==> src/rtl/video_timing_pkg.sv <==
// Shared raster types, per-mode timing sets and decode helpers for video_timing_gen.
// Mode select: VIDEO_1080P, VIDEO_720P or VIDEO_480P (848x480); with none defined, 640x480@60.
package video_timing_pkg;

    typedef logic [11:0] coord_t;

    localparam int COORD_LIMIT = 4096;

    typedef struct packed {
        int h_active;
        int h_fp;
        int h_sync;
        int h_bp;
        int v_active;
        int v_fp;
        int v_sync;
        int v_bp;
        bit hsync_pol;
        bit vsync_pol;
    } timing_t;

    // 25 MHz pixel clock
    localparam timing_t MODE_VGA_640X480 = '{
        h_active: 640, h_fp: 16, h_sync: 96, h_bp: 48,
        v_active: 480, v_fp: 10, v_sync: 2, v_bp: 33,
        hsync_pol: 1'b0, vsync_pol: 1'b0
    };

    // 34 MHz pixel clock
    localparam timing_t MODE_WVGA_848X480 = '{
        h_active: 848, h_fp: 16, h_sync: 112, h_bp: 112,
        v_active: 480, v_fp: 6, v_sync: 8, v_bp: 23,
        hsync_pol: 1'b1, vsync_pol: 1'b1
    };

    // 75 MHz pixel clock
    localparam timing_t MODE_HD_1280X720 = '{
        h_active: 1280, h_fp: 110, h_sync: 40, h_bp: 220,
        v_active: 720, v_fp: 5, v_sync: 5, v_bp: 20,
        hsync_pol: 1'b1, vsync_pol: 1'b1
    };

    // 1080p30 on the same 75 MHz pixel clock as 720p60
    localparam timing_t MODE_FHD_1920X1080 = '{
        h_active: 1920, h_fp: 88, h_sync: 44, h_bp: 148,
        v_active: 1080, v_fp: 4, v_sync: 5, v_bp: 36,
        hsync_pol: 1'b1, vsync_pol: 1'b1
    };

`ifdef VIDEO_1080P
    localparam timing_t DEFAULT_MODE = MODE_FHD_1920X1080;
`elsif VIDEO_720P
    localparam timing_t DEFAULT_MODE = MODE_HD_1280X720;
`elsif VIDEO_480P
    localparam timing_t DEFAULT_MODE = MODE_WVGA_848X480;
`else
    localparam timing_t DEFAULT_MODE = MODE_VGA_640X480;
`endif

    function automatic logic in_span(input coord_t v, input coord_t lo, input coord_t hi);
        return (v >= lo) && (v < hi);
    endfunction

    function automatic logic is_active(input coord_t x, input coord_t y,
                                       input coord_t h_end, input coord_t v_end);
        return (x < h_end) && (y < v_end);
    endfunction

endpackage

==> src/rtl/video_timing_gen_raster_counter.sv <==
// x/y raster position counter with clock enable, wrap, start pulses and a look-ahead
// of the position that will be loaded on the next clock edge.
module raster_counter
    import video_timing_pkg::*;
#(
    parameter int H_TOTAL = 800,
    parameter int V_TOTAL = 525,
    parameter int X_RESET = 799,
    parameter int Y_RESET = 524
) (
    input  logic        clk,
    input  logic        reset,
    input  logic        ce,
    output logic [11:0] x,
    output logic [11:0] y,
    output logic [11:0] next_x,
    output logic [11:0] next_y,
    output logic        line_start,
    output logic        frame_start
);

    localparam coord_t X_LAST = coord_t'(H_TOTAL - 1);
    localparam coord_t Y_LAST = coord_t'(V_TOTAL - 1);
    localparam coord_t X_INIT = coord_t'(X_RESET);
    localparam coord_t Y_INIT = coord_t'(Y_RESET);

    always_comb begin
        next_x = x;
        next_y = y;
        if (ce) begin
            if (x == X_LAST) begin
                next_x = '0;
                next_y = (y == Y_LAST) ? '0 : y + 1'b1;
            end else begin
                next_x = x + 1'b1;
            end
        end
    end

    always_ff @(posedge clk) begin
        if (reset) begin
            x           <= X_INIT;
            y           <= Y_INIT;
            line_start  <= 1'b0;
            frame_start <= 1'b0;
        end else begin
            x           <= next_x;
            y           <= next_y;
            // pulses only fire on a ce-qualified step onto column 0
            line_start  <= ce && (next_x == '0);
            frame_start <= ce && (next_x == '0) && (next_y == '0);
        end
    end

endmodule

==> src/rtl/video_timing_gen.sv <==
// Raster timing generator: sync, blank, position and start pulses in the pixel clock domain.
// Define VTG_FETCH_AHEAD_EN to build the framebuffer fetch counter running FETCH_LEAD ahead.
module video_timing_gen
    import video_timing_pkg::*;
#(
    parameter int H_ACTIVE   = DEFAULT_MODE.h_active,
    parameter int H_FP       = DEFAULT_MODE.h_fp,
    parameter int H_SYNC     = DEFAULT_MODE.h_sync,
    parameter int H_BP       = DEFAULT_MODE.h_bp,
    parameter int V_ACTIVE   = DEFAULT_MODE.v_active,
    parameter int V_FP       = DEFAULT_MODE.v_fp,
    parameter int V_SYNC     = DEFAULT_MODE.v_sync,
    parameter int V_BP       = DEFAULT_MODE.v_bp,
    parameter bit HSYNC_POL  = DEFAULT_MODE.hsync_pol,
    parameter bit VSYNC_POL  = DEFAULT_MODE.vsync_pol,
    parameter int FETCH_LEAD = 8
) (
    input  logic        clk_pixel,
    input  logic        reset_i,
    input  logic        ce_i,
    output logic        hsync_o,
    output logic        vsync_o,
    output logic        blank_o,
    output logic [11:0] x_o,
    output logic [11:0] y_o,
    output logic        line_start_o,
    output logic        frame_start_o,
    output logic        fetch_valid_o,
    output logic [11:0] fetch_x_o,
    output logic [11:0] fetch_y_o
);

    localparam int H_TOTAL = H_ACTIVE + H_FP + H_SYNC + H_BP;
    localparam int V_TOTAL = V_ACTIVE + V_FP + V_SYNC + V_BP;

    localparam coord_t H_ACT_END  = coord_t'(H_ACTIVE);
    localparam coord_t H_SYNC_BEG = coord_t'(H_ACTIVE + H_FP);
    localparam coord_t H_SYNC_END = coord_t'(H_ACTIVE + H_FP + H_SYNC);
    localparam coord_t V_ACT_END  = coord_t'(V_ACTIVE);
    localparam coord_t V_SYNC_BEG = coord_t'(V_ACTIVE + V_FP);
    localparam coord_t V_SYNC_END = coord_t'(V_ACTIVE + V_FP + V_SYNC);

    if (H_TOTAL > COORD_LIMIT) begin : g_bad_h_total
        $error("video_timing_gen: H_TOTAL %0d exceeds %0d", H_TOTAL, COORD_LIMIT);
    end
    if (V_TOTAL > COORD_LIMIT) begin : g_bad_v_total
        $error("video_timing_gen: V_TOTAL %0d exceeds %0d", V_TOTAL, COORD_LIMIT);
    end

    coord_t next_x;
    coord_t next_y;

    raster_counter #(
        .H_TOTAL (H_TOTAL),
        .V_TOTAL (V_TOTAL),
        .X_RESET (H_TOTAL - 1),
        .Y_RESET (V_TOTAL - 1)
    ) u_display (
        .clk         (clk_pixel),
        .reset       (reset_i),
        .ce          (ce_i),
        .x           (x_o),
        .y           (y_o),
        .next_x      (next_x),
        .next_y      (next_y),
        .line_start  (line_start_o),
        .frame_start (frame_start_o)
    );

    // Decode the position being loaded so sync/blank land in the same cycle as x_o/y_o.
    always_ff @(posedge clk_pixel) begin
        if (reset_i) begin
            blank_o <= 1'b1;
            hsync_o <= ~HSYNC_POL;
            vsync_o <= ~VSYNC_POL;
        end else begin
            blank_o <= ~is_active(next_x, next_y, H_ACT_END, V_ACT_END);
            hsync_o <= in_span(next_x, H_SYNC_BEG, H_SYNC_END) ? HSYNC_POL : ~HSYNC_POL;
            vsync_o <= in_span(next_y, V_SYNC_BEG, V_SYNC_END) ? VSYNC_POL : ~VSYNC_POL;
        end
    end

`ifdef VTG_FETCH_AHEAD_EN
    localparam int FRAME_PIXELS = H_TOTAL * V_TOTAL;
    localparam int FETCH_RESET  = (FRAME_PIXELS - 1 + FETCH_LEAD) % FRAME_PIXELS;

    if ((FETCH_LEAD < 1) || (FETCH_LEAD >= H_FP + H_SYNC + H_BP)) begin : g_bad_fetch_lead
        $error("video_timing_gen: FETCH_LEAD %0d outside 1..%0d",
               FETCH_LEAD, H_FP + H_SYNC + H_BP - 1);
    end

    coord_t fetch_x;
    coord_t fetch_y;
    coord_t fetch_next_x;
    coord_t fetch_next_y;
    logic   fetch_line;
    logic   fetch_frame;

    // Parked FETCH_LEAD ce-steps past the display reset position.
    raster_counter #(
        .H_TOTAL (H_TOTAL),
        .V_TOTAL (V_TOTAL),
        .X_RESET (FETCH_RESET % H_TOTAL),
        .Y_RESET (FETCH_RESET / H_TOTAL)
    ) u_fetch (
        .clk         (clk_pixel),
        .reset       (reset_i),
        .ce          (ce_i),
        .x           (fetch_x),
        .y           (fetch_y),
        .next_x      (fetch_next_x),
        .next_y      (fetch_next_y),
        .line_start  (fetch_line),
        .frame_start (fetch_frame)
    );

    // Fetch outputs read zero until the first ce step after reset.
    always_ff @(posedge clk_pixel) begin
        if (reset_i) begin
            fetch_x_o     <= '0;
            fetch_y_o     <= '0;
            fetch_valid_o <= 1'b0;
        end else if (ce_i) begin
            fetch_x_o     <= fetch_next_x;
            fetch_y_o     <= fetch_next_y;
            fetch_valid_o <= is_active(fetch_next_x, fetch_next_y, H_ACT_END, V_ACT_END);
        end
    end

    logic unused_fetch;
    assign unused_fetch = ^{fetch_x, fetch_y, fetch_line, fetch_frame};
`else
    localparam int unused_fetch_lead = FETCH_LEAD;

    assign fetch_valid_o = 1'b0;
    assign fetch_x_o     = '0;
    assign fetch_y_o     = '0;
`endif

endmodule
==> config.mk <==
export PLATFORM = sky130hd
export DESIGN_NAME = video_timing_gen
export DESIGN_NICKNAME = d
export VERILOG_FILES = /design/src/rtl/video_timing_pkg.sv /design/src/rtl/video_timing_gen_raster_counter.sv /design/src/rtl/video_timing_gen.sv
export SDC_FILE = /design/constraint.sdc
export NUM_CORES = 1
export LEC_CHECK = 0
export CAP_MARGIN = 20
export CORE_AREA = 4 4 98 54
export DETAILED_ROUTE_END_ITERATION = 16
export DIE_AREA = 0 0 102 58
export GPL_ROUTABILITY_DRIVEN = 0
export PLACE_DENSITY = 0.78
export SLEW_MARGIN = 0
export SYNTH_ARGS = -nofsm -noshare
export SYNTH_HDL_FRONTEND = slang
export SYNTH_SLANG_ARGS = --single-unit
==> constraint.sdc <==
create_clock -name clk_pixel -period 3.3 [get_ports clk_pixel]
set_clock_uncertainty 0.2 [all_clocks]
set_input_delay 0.33 -clock clk_pixel [delete_from_list [all_inputs] [get_ports clk_pixel]]
set_output_delay 0.33 -clock clk_pixel [all_outputs]
set_load 0.1 [all_outputs]
# Yosys cells after proc, flatten, opt, wreduce, memory -nomap -nowiden
# Cells that the tools add are included.
# totals
wordCells	32
register_bits	29
# classes
eq_ne	2
n_mux	7
n_reduce_logical	7
n_bitwise	1
addsub	2
n_lt_le_gt_ge	6
# ops
cell	count
$mux W12	5
$add A12 B1 Y12 const B	2
$eq A12 B10 Y1 const B	2
$logic_not A12 Y1	2
$lt A12 B10 Y1 const B	2
$lt A12 B9 Y1 const B	2
$ge A12 B10 Y1 const B	1
$ge A12 B9 Y1 const B	1
$logic_and A1 B1 Y1	5
$mux W1	2
$not A1 Y1	1

# Longest topological paths before layout
# logic_depth
word_depth	7
depth_mapped	8
ltp_nobuf	8

# By module
# A second synthesis with hierarchy kept.
# unflattened
cells_unflattened	220
hier_area_um2	1809.2
# modules_own_cells
module	n_inst	cells_each	area_each_um2	seq_area_each_um2
raster_counter	1	179	1456.4	520.5
video_timing_gen	1	41	352.8	60.1

# Worst setup path before layout
# OpenSTA, ideal clock, no wires.
# synth_timing
path_kind	register -> register
from	register u_display.x[0]
to	register blank_o
period_less_slack_ns	3.746
arrival_time_ns	3.420
n_path_buf	1
required_time_ns	2.973
setup_slack_ns	-0.446
path_stages_with_launch	9
path_cell_list	dfxtp_1 ha_1 or4b_4 or4_1 buf_2 or3_1 xor2_1 nor4b_2 or3_1
# synth_between
elab_chain_cells	6
elab_cells_between_ends	10
cone_classes	1 x add/sub; 2 x order compare; 1 x eq/ne; 4 x mux; 1 x bitwise; 1 x reduce/logical
# synth_rtl
item	line	source
start, declared	video_timing_gen_raster_counter.sv:14	output logic [11:0] x,
start signal, assigned	video_timing_gen_raster_counter.sv:47	x <= next_x;
$add A12 B1 Y12 / $eq A12 B10 Y1 (equally long branches)	video_timing_gen_raster_counter.sv:35, video_timing_gen_raster_counter.sv:31	
$mux W12	video_timing_gen_raster_counter.sv:31	if (x == X_LAST) begin
$mux W12	video_timing_gen_raster_counter.sv:30	if (ce) begin
$lt A12 B10 Y1 / $lt A12 B9 Y1 (equally long branches)	video_timing_pkg.sv:66	return (x < h_end) && (y < v_end);
$logic_and A1 B1 Y1 *	video_timing_pkg.sv:66	
$not A1 Y1 *	video_timing_gen.sv:77	blank_o <= ~is_active(next_x, next_y, H_ACT_END, V_ACT_END);
end signal, assigned	video_timing_gen.sv:77	
end, declared	video_timing_gen.sv:23	output logic blank_o,
# Mark *: on every way between the ends. The rest lies on a longest branch, timed or not.
# A chain may end at the register's enable or synchronous reset.

# Final worst setup path
# Ends and elaborated chain as after synthesis.

==> impl_metrics.json <==
{
  "status": "complete, no violations",
  "pwr-share-seq_pct": 32.1,
  "worst_pin_slew_ns": 0.9833,
  "switching_power_uw": 616.5,
  "diodes": 0,
  "grt_pass1_wl_mm": 8.404,
  "die_height_um": 58,
  "cp.arrival_ns": 3.06,
  "core_area_mm2": 0.004339,
  "rsz0062_at_grt": "no",
  "p_clk_share_pct": 24.9,
  "seq_area_frac_synth_pct": 28.02,
  "fin_tns_setup_ns": 0,
  "drt_first_pass_iters": 5,
  "n_fill_cell": 393,
  "maxCapViolCount": 0,
  "numCtsBuffers": 5,
  "drive_gt1_share_pct": 17.30,
  "path_class": "register to register",
  "via_per_inst": 5.818,
  "io_pins": 57,
  "fin_util_pct": 53.72,
  "crit_fanout": 9,
  "fmax_mhz": 322.7,
  "cts.sinks": 29,
  "hpwl_mm": 3.909,
  "synth_area_mm2": 0.002072,
  "synth_area_leaders": "dfxtp_1 (28%), buf_4 (9.1%), xnor2_1 (3.8%)",
  "overflow": 0,
  "drv_slew": 0,
  "finalHoldWorstSlack_ns": 0.3012,
  "critPathSlowestCell": "or4_1",
  "die_area_mm2": 0.005916,
  "die_w_um": 102,
  "finalWorstSetupSlack_ns": 0.2016,
  "finalHoldViolCount": 0,
  "grt_use_total_pct": 18.07,
  "synth_top_cell_area_share_pct": 28.02,
  "critPathRequiredTime_ns": 3.26,
  "cp_top_family": "simple AND/OR/NAND/NOR gates",
  "setup_viol": 0,
  "clkLatencyLatePin_ns": 0.28,
  "cts_tree": "yes",
  "cts_hold_buf": 0,
  "cp-start-kind": "register",
  "period_needed_ns": 3.098,
  "async_flop_share_pct": 0,
  "combPwrFrac_pct": 42.9,
  "critical_path.cell_chain": "ha_1 -> or4b_4 -> or4_1 -> or3_1 -> xor2_1 -> nor4b_2 -> or3_1",
  "areaGrowthSynthToFinish_pct": 12.50,
  "cts_resized": 0,
  "total_power_uw": 1306,
  "place_ws_ns": 0.2188,
  "ys_types": 55,
  "detail_route.iter0.violations": 146,
  "p_int_uw": 689.4,
  "slowest_delay_ns": 0.59,
  "ys.flop_type": "dfxtp_1",
  "grt_max_degree": 18,
  "hold_path_class": "register to register",
  "postSynthAreaPerCell_um2": 7.908,
  "portBuffers": 31,
  "yosysWarningCount": 0,
  "fp-row-count": 17,
  "htreeDepth": 2,
  "synth_edf_count": 0,
  "cts_max_path_buffers": 2,
  "ctsRootBufferMaster": "clkbuf_8",
  "ys_ff_latch": 29,
  "antenna_found_initial": 0,
  "grt_pass1_vias": 1793,
  "leakage_uw": 0.0009424,
  "crit_top_cell": "or3_1",
  "vias": 2013,
  "ir_drop_mv": 0.2177,
  "path_clk_slew_ns": 0.06,
  "nets": 294,
  "power.share.switching_pct": 47.21,
  "cp_num_buf_inv": 0,
  "fin_crit_sh_pct": 93.89,
  "antenna_left": 0,
  "layout_commonest_cell": "buf_4",
  "drt_wl_total_mm": 5.236,
  "start_util_pct": 47.75,
  "cts_setup_buffers": 0,
  "final_cell_mix": "buf_4 (30), conb_1 (25), dfxtp_1 (24)",
  "setup.worst_path.end_class": "register",
  "drc_errors": 0,
  "power_density_mw_per_mm2": 560.3,
  "synthCells": 262,
  "routedWlPerCell_um": 15.13,
  "yosysTopAreaCell": "dfxtp_1",
  "slew_headroom_pct": 34.24
}
[Yosys cell counts (6+ instances only)]
library cell and number:
a21oi_1 12, buf_4 25, clkbuf_1 8, dfxtp_1 29
inv_1 8, nand2_1 19, nand3_1 13, nand4_1 12
nor2_1 18, nor3_1 10, nor4_1 7, o21ai_0 12
xnor2_1 9, xor2_1 6
[worst reg2reg max path: cells and delay by family, from the launching register on]
family                     cells  cell delay, ns
xor gates and xnor gates       1            0.27
adders and majority gates      1            0.18
DFF                            1            0.39
and+or+nand+nor                5            1.95
[cells by family after synthesis]
group,count (synthesis),synth area share (%)
other,1,0.1810
multiplexers,1,0.4831
buffers and inverters,51,16.91
flip-flops,29,28.02
adder cells (fa/ha/maj),3,1.812
XOR/XNOR,15,6.341
AO/OA/AOI/OAI,53,17.21
AND/OR/NAND/NOR,109,29.05
[area by class of cell]
type	count	area, um^2	share of cell area [%]
clock buffers	7	96.34	4.133
clock inverters	1	5.005	0.2147
inverters	8	30.03	1.288
multi-input cells	206	1231	52.82
flip-flops and latches	29	591.8	25.39
well taps	57	71.32	3.060
repair buffers	38	305.3	13.10
[flip-flops by register name, summed over array words and instances, names as in the netlist]
signal / cells
vsync_o: 1
u_display.frame_start: 1
blank_o: 1
u_display.y: 12
hsync_o: 1
u_display.line_start: 1
u_display.x: 12
[path summary, 6_finish.rpt]
check | start | end | slack, ns | depth (start not counted)
worst max register to register | u_display.x[0] | blank_o | 0.20 | 7
worst min-delay path | u_display.x[0] | u_display.x[0] | 0.30 | 1
worst min register to register | u_display.x[0] | u_display.x[0] | 0.30 | 1
worst max-delay path | u_display.x[0] | blank_o | 0.20 | 7
[through the flow]
step | cell area (um^2) | std cells
finish | 2331 | 346
global placement | 2230 | 338
floorplan | 2173 | 286
CTS | 2331 | 346
global route | 2331 | 346
detailed placement | 2230 | 338
[per-layer routing]
metal / up-vias / routed length, um / track usage (%)
li1: 955 / - / -
met1: 929 / 2169 / 22.96
met2: 119 / 2369 / 29.18
met3: 10 / 599 / 5.649
met4: 0 / 97 / 6.168
met5: - / 0 / 0
[power groups by stage]
stage / sequential [uW] / combinational (uW) / clock [uW]
global route: 424 / 594 / 351
finish: 420 / 561 / 326
global placement: 424 / 549 / 0
CTS: 418 / 556 / 334
floorplan: 549 / 370 / 0
detailed placement: 426 / 554 / 0
Note: power is estimated with default switching activity, not from simulation.
